$ cat src/rtl/add_pipe_if.sv
// Handshake/data bundle for add_pipe: operation request side and result side.
// master drives operations and consumes results; slave is the adder pipeline.
interface add_pipe_if #(
  parameter int WIDTH = 32,
  parameter int TAG_W = 4
);
  logic             in_valid;
  logic             in_ready;
  logic [WIDTH-1:0] a;
  logic [WIDTH-1:0] b;
  logic             carry_in;
  logic             sub;
  logic [TAG_W-1:0] tag_in;
  logic             out_valid;
  logic             out_ready;
  logic [WIDTH-1:0] sum;
  logic             carry_out;
  logic             overflow;
  logic             zero;
  logic [TAG_W-1:0] tag_out;

  modport master (
    output in_valid, a, b, carry_in, sub, tag_in, out_ready,
    input  in_ready, out_valid, sum, carry_out, overflow, zero, tag_out
  );

  modport slave (
    input  in_valid, a, b, carry_in, sub, tag_in, out_ready,
    output in_ready, out_valid, sum, carry_out, overflow, zero, tag_out
  );
endinterface

$ cat src/rtl/add_pipe.sv
// Pipelined add/sub with a carry chain split into STAGES chunks and global stall.
// Define ADD_PIPE_SAT_EN to saturate the sum to the signed range on overflow.
module add_pipe #(
  parameter int WIDTH  = 32,
  parameter int STAGES = 4,
  parameter int TAG_W  = 4
) (
  input  logic        clk,
  input  logic        rst_n,
  add_pipe_if.slave   bus
);
  localparam int CW  = WIDTH / STAGES;
  localparam int MSB = WIDTH - 1;

  logic             adv;
  logic [WIDTH-1:0] in_bx;
  logic             in_cin;

  // Level j holds an operation whose chunks below j are already summed.
  logic             valid_q [STAGES];
  logic [WIDTH-1:0] a_q     [STAGES];
  logic [WIDTH-1:0] bx_q    [STAGES];
  logic [WIDTH-1:0] sum_q   [STAGES];
  logic             carry_q [STAGES];
  logic [TAG_W-1:0] tag_q   [STAGES];

  logic [CW:0]      chunk_res [STAGES];
  logic [WIDTH-1:0] stage_sum [STAGES];

  logic             out_valid_r;
  logic [WIDTH-1:0] sum_r;
  logic             carry_out_r;
  logic             overflow_r;
  logic             zero_r;
  logic [TAG_W-1:0] tag_out_r;

  logic [WIDTH-1:0] full_sum;
  logic [WIDTH-1:0] res_sum;
  logic             raw_cout;
  logic             a_msb;
  logic             ovf;

  function automatic logic [WIDTH-1:0] put_chunk(
    input logic [WIDTH-1:0] v,
    input logic [CW-1:0]    c,
    input int               idx
  );
    put_chunk = v;
    put_chunk[idx*CW +: CW] = c;
  endfunction

  assign adv          = !out_valid_r || bus.out_ready;
  assign bus.in_ready = adv;
  assign in_bx        = bus.sub ? ~bus.b : bus.b;
  assign in_cin       = bus.sub ? ~bus.carry_in : bus.carry_in;

  for (genvar j = 0; j < STAGES; j++) begin : g_chunk
    assign chunk_res[j] = {1'b0, a_q[j][j*CW +: CW]}
                        + {1'b0, bx_q[j][j*CW +: CW]}
                        + {{CW{1'b0}}, carry_q[j]};
    assign stage_sum[j] = put_chunk(sum_q[j], chunk_res[j][CW-1:0], j);
  end

  assign full_sum = stage_sum[STAGES-1];
  assign raw_cout = chunk_res[STAGES-1][CW];
  assign a_msb    = a_q[STAGES-1][MSB];
  assign ovf      = (a_msb == bx_q[STAGES-1][MSB]) && (full_sum[MSB] != a_msb);

`ifdef ADD_PIPE_SAT_EN
  // Clamp towards the sign of a, which is also the sign of both operands here.
  assign res_sum = !ovf  ? full_sum :
                   a_msb ? {1'b1, {(WIDTH-1){1'b0}}} :
                           {1'b0, {(WIDTH-1){1'b1}}};
`else
  assign res_sum = full_sum;
`endif

  always_ff @(posedge clk or negedge rst_n) begin
    if (!rst_n) begin
      for (int j = 0; j < STAGES; j++) begin
        valid_q[j] <= 1'b0;
        a_q[j]     <= '0;
        bx_q[j]    <= '0;
        sum_q[j]   <= '0;
        carry_q[j] <= 1'b0;
        tag_q[j]   <= '0;
      end
      out_valid_r <= 1'b0;
      sum_r       <= '0;
      carry_out_r <= 1'b0;
      overflow_r  <= 1'b0;
      zero_r      <= 1'b0;
      tag_out_r   <= '0;
    end else if (adv) begin
      valid_q[0] <= bus.in_valid;
      if (bus.in_valid) begin
        a_q[0]     <= bus.a;
        bx_q[0]    <= in_bx;
        sum_q[0]   <= '0;
        carry_q[0] <= in_cin;
        tag_q[0]   <= bus.tag_in;
      end
      for (int j = 1; j < STAGES; j++) begin
        valid_q[j] <= valid_q[j-1];
        a_q[j]     <= a_q[j-1];
        bx_q[j]    <= bx_q[j-1];
        sum_q[j]   <= stage_sum[j-1];
        carry_q[j] <= chunk_res[j-1][CW];
        tag_q[j]   <= tag_q[j-1];
      end
      out_valid_r <= valid_q[STAGES-1];
      sum_r       <= res_sum;
      carry_out_r <= raw_cout;
      overflow_r  <= ovf;
      zero_r      <= (res_sum == '0);
      tag_out_r   <= tag_q[STAGES-1];
    end
  end

  assign bus.out_valid = out_valid_r;
  assign bus.sum       = sum_r;
  assign bus.carry_out = carry_out_r;
  assign bus.overflow  = overflow_r;
  assign bus.zero      = zero_r;
  assign bus.tag_out   = tag_out_r;
endmodule

$ cat src/flat_wrapper.sv
// flat-port wrapper written by rule: the top's interface ports become plain ports
module add_pipe_flat 
#(
  parameter int WIDTH  = 32,
  parameter int STAGES = 4,
  parameter int TAG_W  = 4
)
  (clk, rst_n, bus_in_valid, bus_a, bus_b, bus_carry_in, bus_sub, bus_tag_in, bus_out_ready, bus_in_ready, bus_out_valid, bus_sum, bus_carry_out, bus_overflow, bus_zero, bus_tag_out);
  add_pipe_if #(.WIDTH(WIDTH), .TAG_W(TAG_W)) bus_i ();
  input  logic clk;
  input  logic rst_n;
  input wire logic [$bits(bus_i.in_valid)-1:0] bus_in_valid;
  input wire logic [$bits(bus_i.a)-1:0] bus_a;
  input wire logic [$bits(bus_i.b)-1:0] bus_b;
  input wire logic [$bits(bus_i.carry_in)-1:0] bus_carry_in;
  input wire logic [$bits(bus_i.sub)-1:0] bus_sub;
  input wire logic [$bits(bus_i.tag_in)-1:0] bus_tag_in;
  input wire logic [$bits(bus_i.out_ready)-1:0] bus_out_ready;
  output wire logic [$bits(bus_i.in_ready)-1:0] bus_in_ready;
  output wire logic [$bits(bus_i.out_valid)-1:0] bus_out_valid;
  output wire logic [$bits(bus_i.sum)-1:0] bus_sum;
  output wire logic [$bits(bus_i.carry_out)-1:0] bus_carry_out;
  output wire logic [$bits(bus_i.overflow)-1:0] bus_overflow;
  output wire logic [$bits(bus_i.zero)-1:0] bus_zero;
  output wire logic [$bits(bus_i.tag_out)-1:0] bus_tag_out;
  assign bus_i.in_valid = bus_in_valid;
  assign bus_i.a = bus_a;
  assign bus_i.b = bus_b;
  assign bus_i.carry_in = bus_carry_in;
  assign bus_i.sub = bus_sub;
  assign bus_i.tag_in = bus_tag_in;
  assign bus_i.out_ready = bus_out_ready;
  assign bus_in_ready = bus_i.in_ready;
  assign bus_out_valid = bus_i.out_valid;
  assign bus_sum = bus_i.sum;
  assign bus_carry_out = bus_i.carry_out;
  assign bus_overflow = bus_i.overflow;
  assign bus_zero = bus_i.zero;
  assign bus_tag_out = bus_i.tag_out;
  add_pipe #(.WIDTH(WIDTH), .STAGES(STAGES), .TAG_W(TAG_W)) u_core (.clk(clk), .rst_n(rst_n), .bus(bus_i));
endmodule
$ cat config.mk
export PLATFORM = sky130hd
export DESIGN_NAME = add_pipe_flat
export DESIGN_NICKNAME = d
export VERILOG_FILES = /design/src/rtl/add_pipe_if.sv /design/src/rtl/add_pipe.sv /design/src/flat_wrapper.sv
export SDC_FILE = /design/constraint.sdc
export NUM_CORES = 1
export LEC_CHECK = 0
export ABC_AREA = 1
export CAP_MARGIN = 25
export CORE_MARGIN = 1.5
export CORE_UTILIZATION = 40
export CTS_BUF_LIST = sky130_fd_sc_hd__clkbuf_16
export DETAILED_ROUTE_END_ITERATION = 10
export PLACE_DENSITY_LB_ADDON = 0.08
export SETUP_SLACK_MARGIN = 0.02
export SYNTH_ARGS = -nofsm -noshare
export SYNTH_HDL_FRONTEND = slang
export SYNTH_SLANG_ARGS = --single-unit
$ cat constraint.sdc
create_clock -name clk -period 2.3 [get_ports clk]
set_input_delay 0.46 -clock clk [delete_from_list [all_inputs] [get_ports clk]]
set_output_delay 0.46 -clock clk [all_outputs]
set_load 0.005 [all_outputs]
==> results of run 1 <==
-- cell usage in the layout (no fill, tap or decap), types with 2 or more instances in the layout --
cell             count
inv_1              111
a22oi_1              2
clkbuf_16           30
clkdlybuf4s50_1    111
ha_1                28
a21oi_1             16
dfrtp_1            272
xnor2_1             41
or2_2                2
clkinv_2             3
o21ai_0            144
o21ai_1             40
o21bai_1             2
buf_4               13
nand2_1            495
a31oi_1             10
nand4_1             12
clkinv_1             7
xor2_1               2
nor2_1              29
nand3_1             23
buf_12               9
nand3b_1             4
fa_1                 8
-- path summary, 6_finish.rpt --
check                      cells past startpoint  slack (ns)              endpoint         startpoint
setup reg to reg                               9        0.24   u_core.full_sum[22]  u_core.carry_q[1]
min in group asynchronous                      2        0.45   u_core.full_sum[14]              rst_n
hold reg to reg                                2        0.47  u_core.bus.out_valid  u_core.valid_q[0]
hold / removal                                 3        0.44      u_core.tag_q[15]      bus_tag_in[3]
setup / recovery                               9        0.24   u_core.full_sum[22]  u_core.carry_q[1]
max in group asynchronous                      3        1.13     u_core.bus.sum[9]              rst_n
-- sequential cells by signal, indices dropped and copies added (netlist names), 4 cells and up --
signal,count
u_core.bx_q,80
u_core.bus.tag_out,4
u_core.full_sum,24
u_core.carry_q,4
u_core.bus.sum,32
u_core.a_q,79
u_core.tag_q,16
u_core.stage_sum,24
u_core.valid_q,4
-- synthesized netlist by cell type (4+ instances only) --
cell type    n
buf_4        5
nor2_1      29
clkbuf_1    11
o21ai_1     40
a21oi_1     16
nand2_1    495
buf_2       21
a31oi_1     10
inv_1      102
nand3b_1     4
xnor2_1     41
dfrtp_1    272
nand4_1     12
fa_1         8
o21ai_0    144
buf_6       23
nand3_1     23
ha_1        28
-- layout make-up --
type                       count  area share [%]
clock buffer                  30           5.296
clock inverter                21          0.6973
inverter                     104           2.789
multi-input combinational    862           29.72
sequential                   272           48.01
tap                          384           3.389
timing repair buffer         137           10.10
-- per-layer routing --
layer | part of all wire (%) | GRT usage, % | up-vias
li1 | - | - | 4329
met5 | 0 | 0 | -
met3 | 3.4 | 2.403 | 31
met4 | 1.5 | 3.419 | 0
met1 | 54 | 26.45 | 3852
met2 | 41 | 25.13 | 136
-- cells by family (layout without fill, tap and decap cells) --
kind of cell / Yosys count / after routing / share of synthesized area [%]
AO/OA/AOI/OAI: 215 / 215 / 9.272
XOR/XNOR: 43 / 43 / 3.171
adder cells (fa/ha/maj): 36 / 36 / 4.299
buffers and inverters: 166 / 292 / 7.228
flip-flops: 272 / 272 / 57.32
AND/OR/NAND/NOR: 568 / 568 / 18.71
-- worst min-delay path, stage by stage --
cell and delay [ns]:
clkdlybuf4s50_1 0.39, nand2_1 0.06, nand2_1 0.04
-- power breakdown --
part           leakage [nW]  total [mW]  switching [mW]  internal [mW]
Combinational          3.12        6.68            3.84           2.84
Sequential             3.36        7.91            1.07           6.84
Clock                 0.447        4.19            1.85           2.33
-- metrics by stage --
| stage | instances | total power, mW | hold slack [ns] | setup slack (ns) | utilization, % |
|---|---|---|---|---|---|
| finish | 1810 | 18.78 | 0.4397 | 0.2412 | 48.99 |
| global route | 1810 | 20.44 | 0.4221 | 0.08150 | 48.99 |
| CTS | 1810 | 19.05 | 0.4138 | 0.02947 | 48.98 |
| detailed placement | 1758 | 14.76 | 0.4281 | 0.1113 | 46.01 |
| global placement | 1758 | 14.63 | 0.4377 | 0.1524 | 46.01 |
| floorplan | 1300 | 12.39 | 0.1644 | 0.5556 | - |
-- what timing repair did --
action | in CTS | in global routing
endpoints found under the setup margin | 0 | 1
hold buffers | 1 | 0
endpoints found under the hold margin | 51 | 0
gates resized for setup | 0 | 1
==> metrics.csv, run 1 <==
stage,metric,value,unit
logic_synthesis,ys async rst share,100.0,%
worst_setup_path,WP buf/inv,2,
worst_setup_path,CP max stage cell,fa_1,
logic_synthesis,top cell type by total area after synthesis,dfrtp_1,
grt,Congestion Overflow GR,0,
finish,Multi-input gate area,4213,sq um
timing,Max Freq,0.4857,GHz
timing,"Setup violations, final",0,
logic_synthesis,post-synthesis sequential area ratio,57.32,%
drt,Routed Antenna Nets,0,
timing,setup TNS,0,ns
grt,largest net degree at the start of global routing,112,
clock_network,CTS Buffer Depth,3,
run,Max Cap Viol,0,
clock_network,worst skew pair latency,0.55,ns
clock_network,Num CTS Buffers,30,
finish,synth-to-layout area growth,19.38,%
logic_synthesis,Yosys warnings,0,
floorplanning,Starting Density,41.04,%
finish,share of post-route cells with drive strength above 1,4.558,%
finish,nets@finish,1517,
placed_design,routability-driven placement congestion ratio,0.8395,
placed_design,cell area after placement,13310,sq um
worst_setup_path,startpoint types,flip-flop,
clock_network,"CTS clk-pin slew, worst paths",0.06,ns
placed_design,DPL Wire Length,16730,um
clock_network,CTS sink cnt,272,
floorplanning,IO Count,115,
drt,vias per cell,4.612,
logic_synthesis,area share of the largest cell type after synthesis,57.32,%
min_path,Hold WC Path Type,input port to flip-flop,
floorplanning,Die ar.,30730,sq um
floorplanning,die span in x,175.3,um
finish,Finished Cell Area,14180,sq um
clock_network,clk root buf,clkbuf_16,
drt,DRC viols,0,
logic_synthesis,Synth area leaders,"dfrtp_1, nand2_1, o21ai_0",
finish,antenna cells,0,
logic_synthesis,dominant register cell in the synthesized netlist,dfrtp_1,
worst_setup_path,max incr delay on CP,0.43,ns
timing,final setup skew,0.02143,ns
logic_synthesis,Seq cells post-synth,272,
floorplanning,core area,28940,sq um
timing,RSZ-0062 raised after global routing,no,
timing,Final period util,89.51,%
placed_design,port bufs,114,
worst_setup_path,crit path max fanout,4,
logic_synthesis,synthesized area,11880,sq um
drt,Post-Route WL,24980,um
logic_synthesis,syn avg cell area,9.135,sq um
worst_setup_path,Arrival @ worst endpoint,2.46,ns
drt,via count,8348,
timing,Slew HR,44.85,%
clock_network,Post CTS Setup Buffer Count,0,
pwr,worst vdd ir,0.0005506,V
drt,WL per Instance,13.80,um
grt,first-pass GRT wire length,42480,um
pwr,P_leak,6.928,nW
logic_synthesis,synth unique cells,30,
logic_synthesis,syn_nets,1410,
timing,Worst Tran Pin Value,0.8260,ns
worst_setup_path,crit end category,flip-flop,
clock_network,H-Tree Depth,1,
worst_setup_path,"Critical Path, Cell by Cell","inv_1, fa_1, inv_1, fa_1, nand4_1, nand3_1, or2_2, nand3_1, o21ai_0",
timing,final hold violation count,0,
status,status,completed,
worst_setup_path,CP required,2.70,ns
floorplanning,FP Rows,62,
grt,vias in the first global route,8260,
worst_setup_path,"CP delay by family, top",adder cells,
logic_synthesis,Cells after Synth,1300,
logic_synthesis,number of flops mapped to enable cells by yosys,0,
timing,crit path time final,2.059,ns
timing,Pins Over Slew Limit,0,
finish,register area,6807,sq um
clock_network,CTS tree,done,
floorplanning,chip height,175.3,um
drt,Initial DRC Count,496,
finish,FILL cells,2824,
drt,First-pass DRT Iterations,5,
pwr,Power Dens Cells,1324,nW/um^2
worst_setup_path,Setup CP Type,flip-flop to flip-flop,
grt,GRT Total Usage,16.97,%
grt,initial antenna violation count,0,
(Power assumes the default switching activity.)
==> run 2, diff against run 1 <==
--- a/config.mk
+++ b/config.mk
@@ -6,12 +6,13 @@
 export NUM_CORES = 1
 export LEC_CHECK = 0
 export ABC_AREA = 1
-export CAP_MARGIN = 25
+export CAP_MARGIN = 20
 export CORE_MARGIN = 1.5
-export CORE_UTILIZATION = 40
+export CORE_UTILIZATION = 39
 export CTS_BUF_LIST = sky130_fd_sc_hd__clkbuf_16
 export DETAILED_ROUTE_END_ITERATION = 10
 export PLACE_DENSITY_LB_ADDON = 0.08
+export REMOVE_ABC_BUFFERS = 1
 export SETUP_SLACK_MARGIN = 0.02
 export SYNTH_ARGS = -nofsm -noshare
 export SYNTH_HDL_FRONTEND = slang
==> metrics.csv, run 2 (same netlist as run 1, synthesis figures left out) <==
stage,metric,value,unit,change
status,status,completed,,
drt,vias per cell,4.602,,-0.22%
drt,Initial DRC Count,463,,-6.7%
floorplanning,Die ar.,31500,sq um,+2.5%
grt,first-pass GRT wire length,40870,um,-3.8%
floorplanning,chip height,177.5,um,+1.3%
pwr,worst vdd ir,0.0006021,V,+9.3%
finish,synth-to-layout area growth,21.28,%,
grt,Congestion Overflow GR,0,,unchanged
timing,crit path time final,2.146,ns,+0.08684 ns
timing,Pins Over Slew Limit,0,,unchanged
finish,share of post-route cells with drive strength above 1,4.965,%,+0.41 points
floorplanning,FP Rows,63,,+1.6%
worst_setup_path,Setup CP Type,flip-flop to output port,,
finish,FILL cells,2938,,+4.0%
grt,largest net degree at the start of global routing,73,,-35%
clock_network,Post-CTS Resized,0,,unchanged
clock_network,"CTS clk-pin slew, worst paths",0.06,ns,about the same
drt,via count,8376,,+0.34%
placed_design,port bufs,114,,unchanged
grt,initial antenna violation count,0,,unchanged
floorplanning,die span in x,177.5,um,+1.3%
floorplanning,IO Count,115,,unchanged
clock_network,Post CTS Setup Buffer Count,0,,unchanged
worst_setup_path,CP required,1.84,ns,-0.86 ns
finish,most frequent cells in the layout,"nand2_1, dfrtp_1, o21ai_0",,
drt,WL per Instance,13.30,um,-3.7%
clock_network,clk root buf,clkbuf_16,,
drt,First-pass DRT Iterations,5,,unchanged
worst_setup_path,Arrival @ worst endpoint,1.69,ns,-0.77 ns
clock_network,CTS sink cnt,272,,unchanged
clock_network,CTS Buffer Depth,3,,unchanged
timing,Final period util,93.29,%,+3.8 points
timing,Slew HR,68.83,%,+24 points
finish,nets@finish,1516,,-0.066%
timing,"Setup violations, final",0,,unchanged
floorplanning,Starting Density,39.85,%,-1.2 points
clock_network,worst skew pair latency,0.56,ns,about the same
finish,Largest Register,u_core.bx_q,,
drt,Post-Route WL,24200,um,-3.1%
drt,DRC viols,0,,unchanged
pwr,Power Dens Cells,1339,nW/um^2,+1.1%
floorplanning,core area,29800,sq um,+3.0%
run,Max Cap Viol,0,,unchanged
worst_setup_path,crit end category,output port,,
worst_setup_path,crit path max fanout,3,,-1
timing,final hold violation count,0,,unchanged
finish,antenna cells,0,,unchanged
clock_network,H-Tree Depth,1,,unchanged
worst_setup_path,startpoint types,flip-flop,,
timing,final setup skew,0.007692,ns,-0.01373 ns
min_path,Hold WC Path Type,input port to flip-flop,,
timing,RSZ-0062 raised after global routing,no,,
grt,vias in the first global route,8240,,-0.24%
timing,PnR worst setup slack,0.1543,ns,-0.08684 ns
drt,Routed Antenna Nets,0,,unchanged
clock_network,CTS tree,done,,
timing,hold slack final,0.4349,ns,-0.004818 ns
placed_design,routability-driven placement congestion ratio,0.8183,,-2.5%
placed_design,DPL Wire Length,15740,um,-5.9%
timing,Worst Tran Pin Value,0.4676,ns,-0.3584 ns
finish,"commonest non-fill, non-tap cell in the layout",nand2_1,,
timing,Max Freq,0.4661,GHz,-4.0%
grt,GRT Total Usage,15.95,%,-1.0 points
finish,Final Core Density,48.34,%,-0.66 points
pwr,Power Total,19.28,mW,+2.7%
clock_network,Num CTS Buffers,31,,+3.3%
pwr,P_leak,7.011,nW,+1.2%
placed_design,pre-CTS WS,0.1606,ns,+0.04934 ns
timing,setup TNS,0,ns,unchanged
finish,Largest register FFs,80,,unchanged
clock_network,cts-stage hold buffer count,1,,unchanged
-- run 2: cell types whose count changed in the layout (fill, tap and decap cells not counted), sizes merged --
cell and delta:
clkbuf +1, buf -2, dlymetal6s2s -1, bufinv +4, clkdlybuf4s50 +1, clkinv +1
-- run 2: metal layers --
| metal | global-route usage [%] | vias to the layer above | part of all wire [%] |
|---|---|---|---|
| li1 | - | 4320 | - |
| met1 | 21.99 | 3911 | 48 |
| met2 | 26.56 | 110 | 46 |
| met3 | 2.335 | 35 | 3.5 |
| met4 | 3.641 | 0 | 2.1 |
| met5 | 0 | - | 0 |
-- run 2: report_power, final --
group	internal, mW	switching (mW)
sequential	6.83	1.02
clock	2.88	1.91
combinational	2.90	3.74
total	12.6	6.67
-- run 2: path summary, 6_finish.rpt --
path	cells past startpoint	slack, ns	start	endpoint
max	3	0.15	u_core.bus.out_valid	bus_in_ready
min	3	0.43	bus_tag_in[2]	u_core.tag_q[14]
max reg2reg	9	0.26	u_core.carry_q[1]	u_core.full_sum[22]
min reg2reg	2	0.46	u_core.valid_q[0]	u_core.bus.out_valid
max in group asynchronous	3	1.12	rst_n	u_core.a_q[107]
min in group asynchronous	2	0.44	rst_n	u_core.a_q[95]
-- run 2: stage by stage --
step | instance area [sq um] | std cells
after floorplan | 11410 | 1238
after global placement | 13390 | 1762
after detailed placement | 13390 | 1762
after CTS | 14400 | 1820
after global routing | 14400 | 1820
final | 14400 | 1820
-- run 2: layout make-up --
| cell class | count | area [sq um] | share of cell area [%] |
|---|---|---|---|
| sequential | 272 | 6807 | 47.26 |
| clock inverter | 26 | 222.7 | 1.546 |
| clock buffer | 31 | 775.7 | 5.386 |
| inverter | 104 | 395.4 | 2.745 |
| timing repair buffer | 135 | 1501 | 10.42 |
| tap | 390 | 488.0 | 3.388 |
| multi-input combinational | 862 | 4213 | 29.25 |
-- run 2: critical path, stage by stage (launching register included) --
cell	delay, ns
dfrtp_1	0.34
inv_1	0.04
or2_4	0.27
clkdlybuf4s50_1	0.48
==> run 3, diff against run 2 <==
--- a/config.mk
+++ b/config.mk
@@ -8,7 +8,7 @@
 export ABC_AREA = 1
 export CAP_MARGIN = 20
 export CORE_MARGIN = 1.5
-export CORE_UTILIZATION = 39
+export CORE_UTILIZATION = 57
 export CTS_BUF_LIST = sky130_fd_sc_hd__clkbuf_16
 export DETAILED_ROUTE_END_ITERATION = 10
 export PLACE_DENSITY_LB_ADDON = 0.08
==> metrics.csv, run 3 (same netlist as run 1, synthesis figures left out) <==
stage,metric,value,unit,change
status,status,completed,,
pwr,P_leak,6.930,nW,-1.2%
finish,Finished Cell Area,14070,sq um,-2.3%
clock_network,H-Tree Depth,1,,unchanged
pwr,worst vdd ir,0.0006758,V,+12%
worst_setup_path,crit path max fanout,7,,+4
floorplanning,die span in x,147.3,um,-17%
drt,vias per cell,5.035,,+9.4%
timing,PnR worst setup slack,0.1709,ns,+0.01653 ns
timing,RSZ-0062 raised after global routing,no,,
grt,vias in the first global route,8193,,-0.57%
finish,antenna cells,0,,unchanged
finish,Largest register FFs,80,,unchanged
pwr,part of the power in registers,41.9,%,+1.2 points
drt,Routed Antenna Nets,0,,unchanged
grt,GRT Total Usage,21.90,%,+6.0 points
worst_setup_path,crit end category,output port,,
clock_network,CTS sink cnt,272,,unchanged
floorplanning,IO Count,115,,unchanged
drt,First-pass DRT Iterations,6,,+1
clock_network,worst skew pair latency,0.53,ns,-0.03 ns
placed_design,DPL Wire Length,15000,um,-4.7%
drt,DR top layer,met4,,
clock_network,Post-CTS Resized,0,,unchanged
drt,DRC viols,0,,unchanged
finish,Largest Register,u_core.bx_q,,
clock_network,clk root buf,clkbuf_16,,
finish,share of post-route cells with drive strength above 1,4.909,%,-0.056 points
timing,Slew HR,46.98,%,-22 points
min_path,Hold WC Path Type,input port to asynchronous set/reset pin,,
pwr,Power Dens Cells,1329,nW/um^2,-0.69%
grt,initial antenna violation count,0,,unchanged
clock_network,Num CTS Buffers,28,,-9.7%
floorplanning,FP Rows,52,,-17%
grt,Congestion Overflow GR,0,,unchanged
placed_design,cell area after placement,13180,sq um,-1.6%
clock_network,CTS Buffer Depth,3,,unchanged
grt,largest net degree at the start of global routing,73,,unchanged
pwr,Clock Power Share,22.8,%,-2.1 points
timing,Final period util,92.57,%,-0.72 points
run,Max Cap Viol,0,,unchanged
floorplanning,Die ar.,21710,sq um,-31%
worst_setup_path,Setup CP Type,flip-flop to output port,,
worst_setup_path,CP required,1.84,ns,about the same
drt,Metal-1 WL,10400,um,-10%
timing,"Setup violations, final",0,,unchanged
pwr,Sw Pwr,6.544,mW,-1.9%
drt,Post-Route WL,22640,um,-6.5%
floorplanning,core area,20360,sq um,-32%
pwr,Cell Int Power,12.15,mW,-3.6%
finish,synth-to-layout area growth,18.45,%,
worst_setup_path,startpoint types,flip-flop,,
drt,WL per Instance,13.35,um,+0.39%
timing,Max Freq,0.4697,GHz,+0.78%
finish,"commonest non-fill, non-tap cell in the layout",nand2_1,,
worst_setup_path,Arrival @ worst endpoint,1.67,ns,-0.02 ns
finish,most frequent cells in the layout,"nand2_1, dfrtp_1, o21ai_0",,
pwr,Switching Share,35.00,%,+0.40 points
placed_design,routability-driven placement congestion ratio,0.8195,,+0.15%
drt,met3 WL,863,um,+1.1%
clock_network,CTS tree,done,,
placed_design,port bufs,114,,unchanged
clock_network,"CTS clk-pin slew, worst paths",0.06,ns,about the same
timing,hold slack final,0.4378,ns,+0.002988 ns
floorplanning,Starting Density,58.31,%,+18 points
timing,Worst Tran Pin Value,0.7942,ns,+0.3266 ns
finish,Final Core Density,69.07,%,+21 points
timing,Pins Over Slew Limit,0,,unchanged
drt,via count,8540,,+2.0%
drt,metal2 WL,10900,um,-3.1%
placed_design,pre-CTS WS,0.1910,ns,+0.03038 ns
grt,first-pass GRT wire length,38870,um,-4.9%
timing,final hold violation count,0,,unchanged
drt,Initial DRC Count,434,,-6.3%
finish,nets@finish,1515,,-0.066%
floorplanning,chip height,147.3,um,-17%
pwr,combinational share of power,35.2,%,+0.8 points
clock_network,Post CTS Setup Buffer Count,0,,unchanged
pwr,Power Total,18.70,mW,-3.0%
timing,crit path time final,2.129,ns,-0.01653 ns
timing,final setup skew,0.004598,ns,-0.003094 ns
run 3: cell count changes in the layout (fill, tap and decap cells not counted):
cell	change
inv_1	-3
buf_12	-6
clkbuf_16	-2
bufinv_16	-2
buf_4	+8
clkinv_2	+4
clkinvlp_4	-1
inv_6	-2
run 3: layer usage:
layer  track usage [%]  vias to the layer above
li1                  -                     4310
met4             5.800                        0
met2             36.50                      153
met5                 0                        -
met1             30.46                     4038
met3             3.012                       39
run 3: cell type report:
type | instances | area (sq um)
clock inverter | 22 | 146.4
inverter | 104 | 395.4
tap | 270 | 337.8
sequential | 272 | 6807
timing repair buffer | 137 | 1441
fill | 1651 | 6299
clock buffer | 29 | 725.7
multi-input combinational | 862 | 4213
run 3: critical path: stages, from the launching register on:
cell and delay (ns):
dfrtp_1 0.37, inv_1 0.05, or2_4 0.19, clkdlybuf4s50_1 0.52
run 3: repair_timing:
action / in CTS / in global routing
hold endpoints to repair: 48 / 0
endpoints found under the setup margin: 0 / 0
hold buffers: 1 / 0
run 3: per-stage QoR:
step | std cells | TNS [ns]
final | 1696 | 0
after global routing | 1696 | 0
after CTS | 1696 | 0
after detailed placement | 1644 | 0
after global placement | 1644 | 0
after floorplan | 1238 | -695.03
run 3: final timing paths:
check | startpoint | end | slack (ns) | depth (start not counted)
setup reg to reg | u_core.carry_q[1] | u_core.full_sum[22] | 0.31 | 9
min in group clk | u_core.valid_q[0] | u_core.bus.out_valid | 0.45 | 2
hold reg to reg | u_core.valid_q[0] | u_core.bus.out_valid | 0.45 | 2
setup / recovery | u_core.bus.out_valid | bus_in_ready | 0.17 | 3
max in group asynchronous | rst_n | u_core.bx_q[31] | 1.17 | 3
hold / removal | rst_n | u_core.valid_q[3] | 0.44 | 2
run 3: power groups by stage:
stage | Combinational, mW | Sequential (mW) | Clock, mW
2_1_floorplan | 4.41 | 7.71 | 0
3_3_place_gp | 6.37 | 7.85 | 0
3_5_place_dp | 6.60 | 7.92 | 0
4_1_cts | 6.68 | 7.85 | 4.37
5_1_grt | 7.63 | 8.10 | 4.57
6_report | 6.59 | 7.84 | 4.27
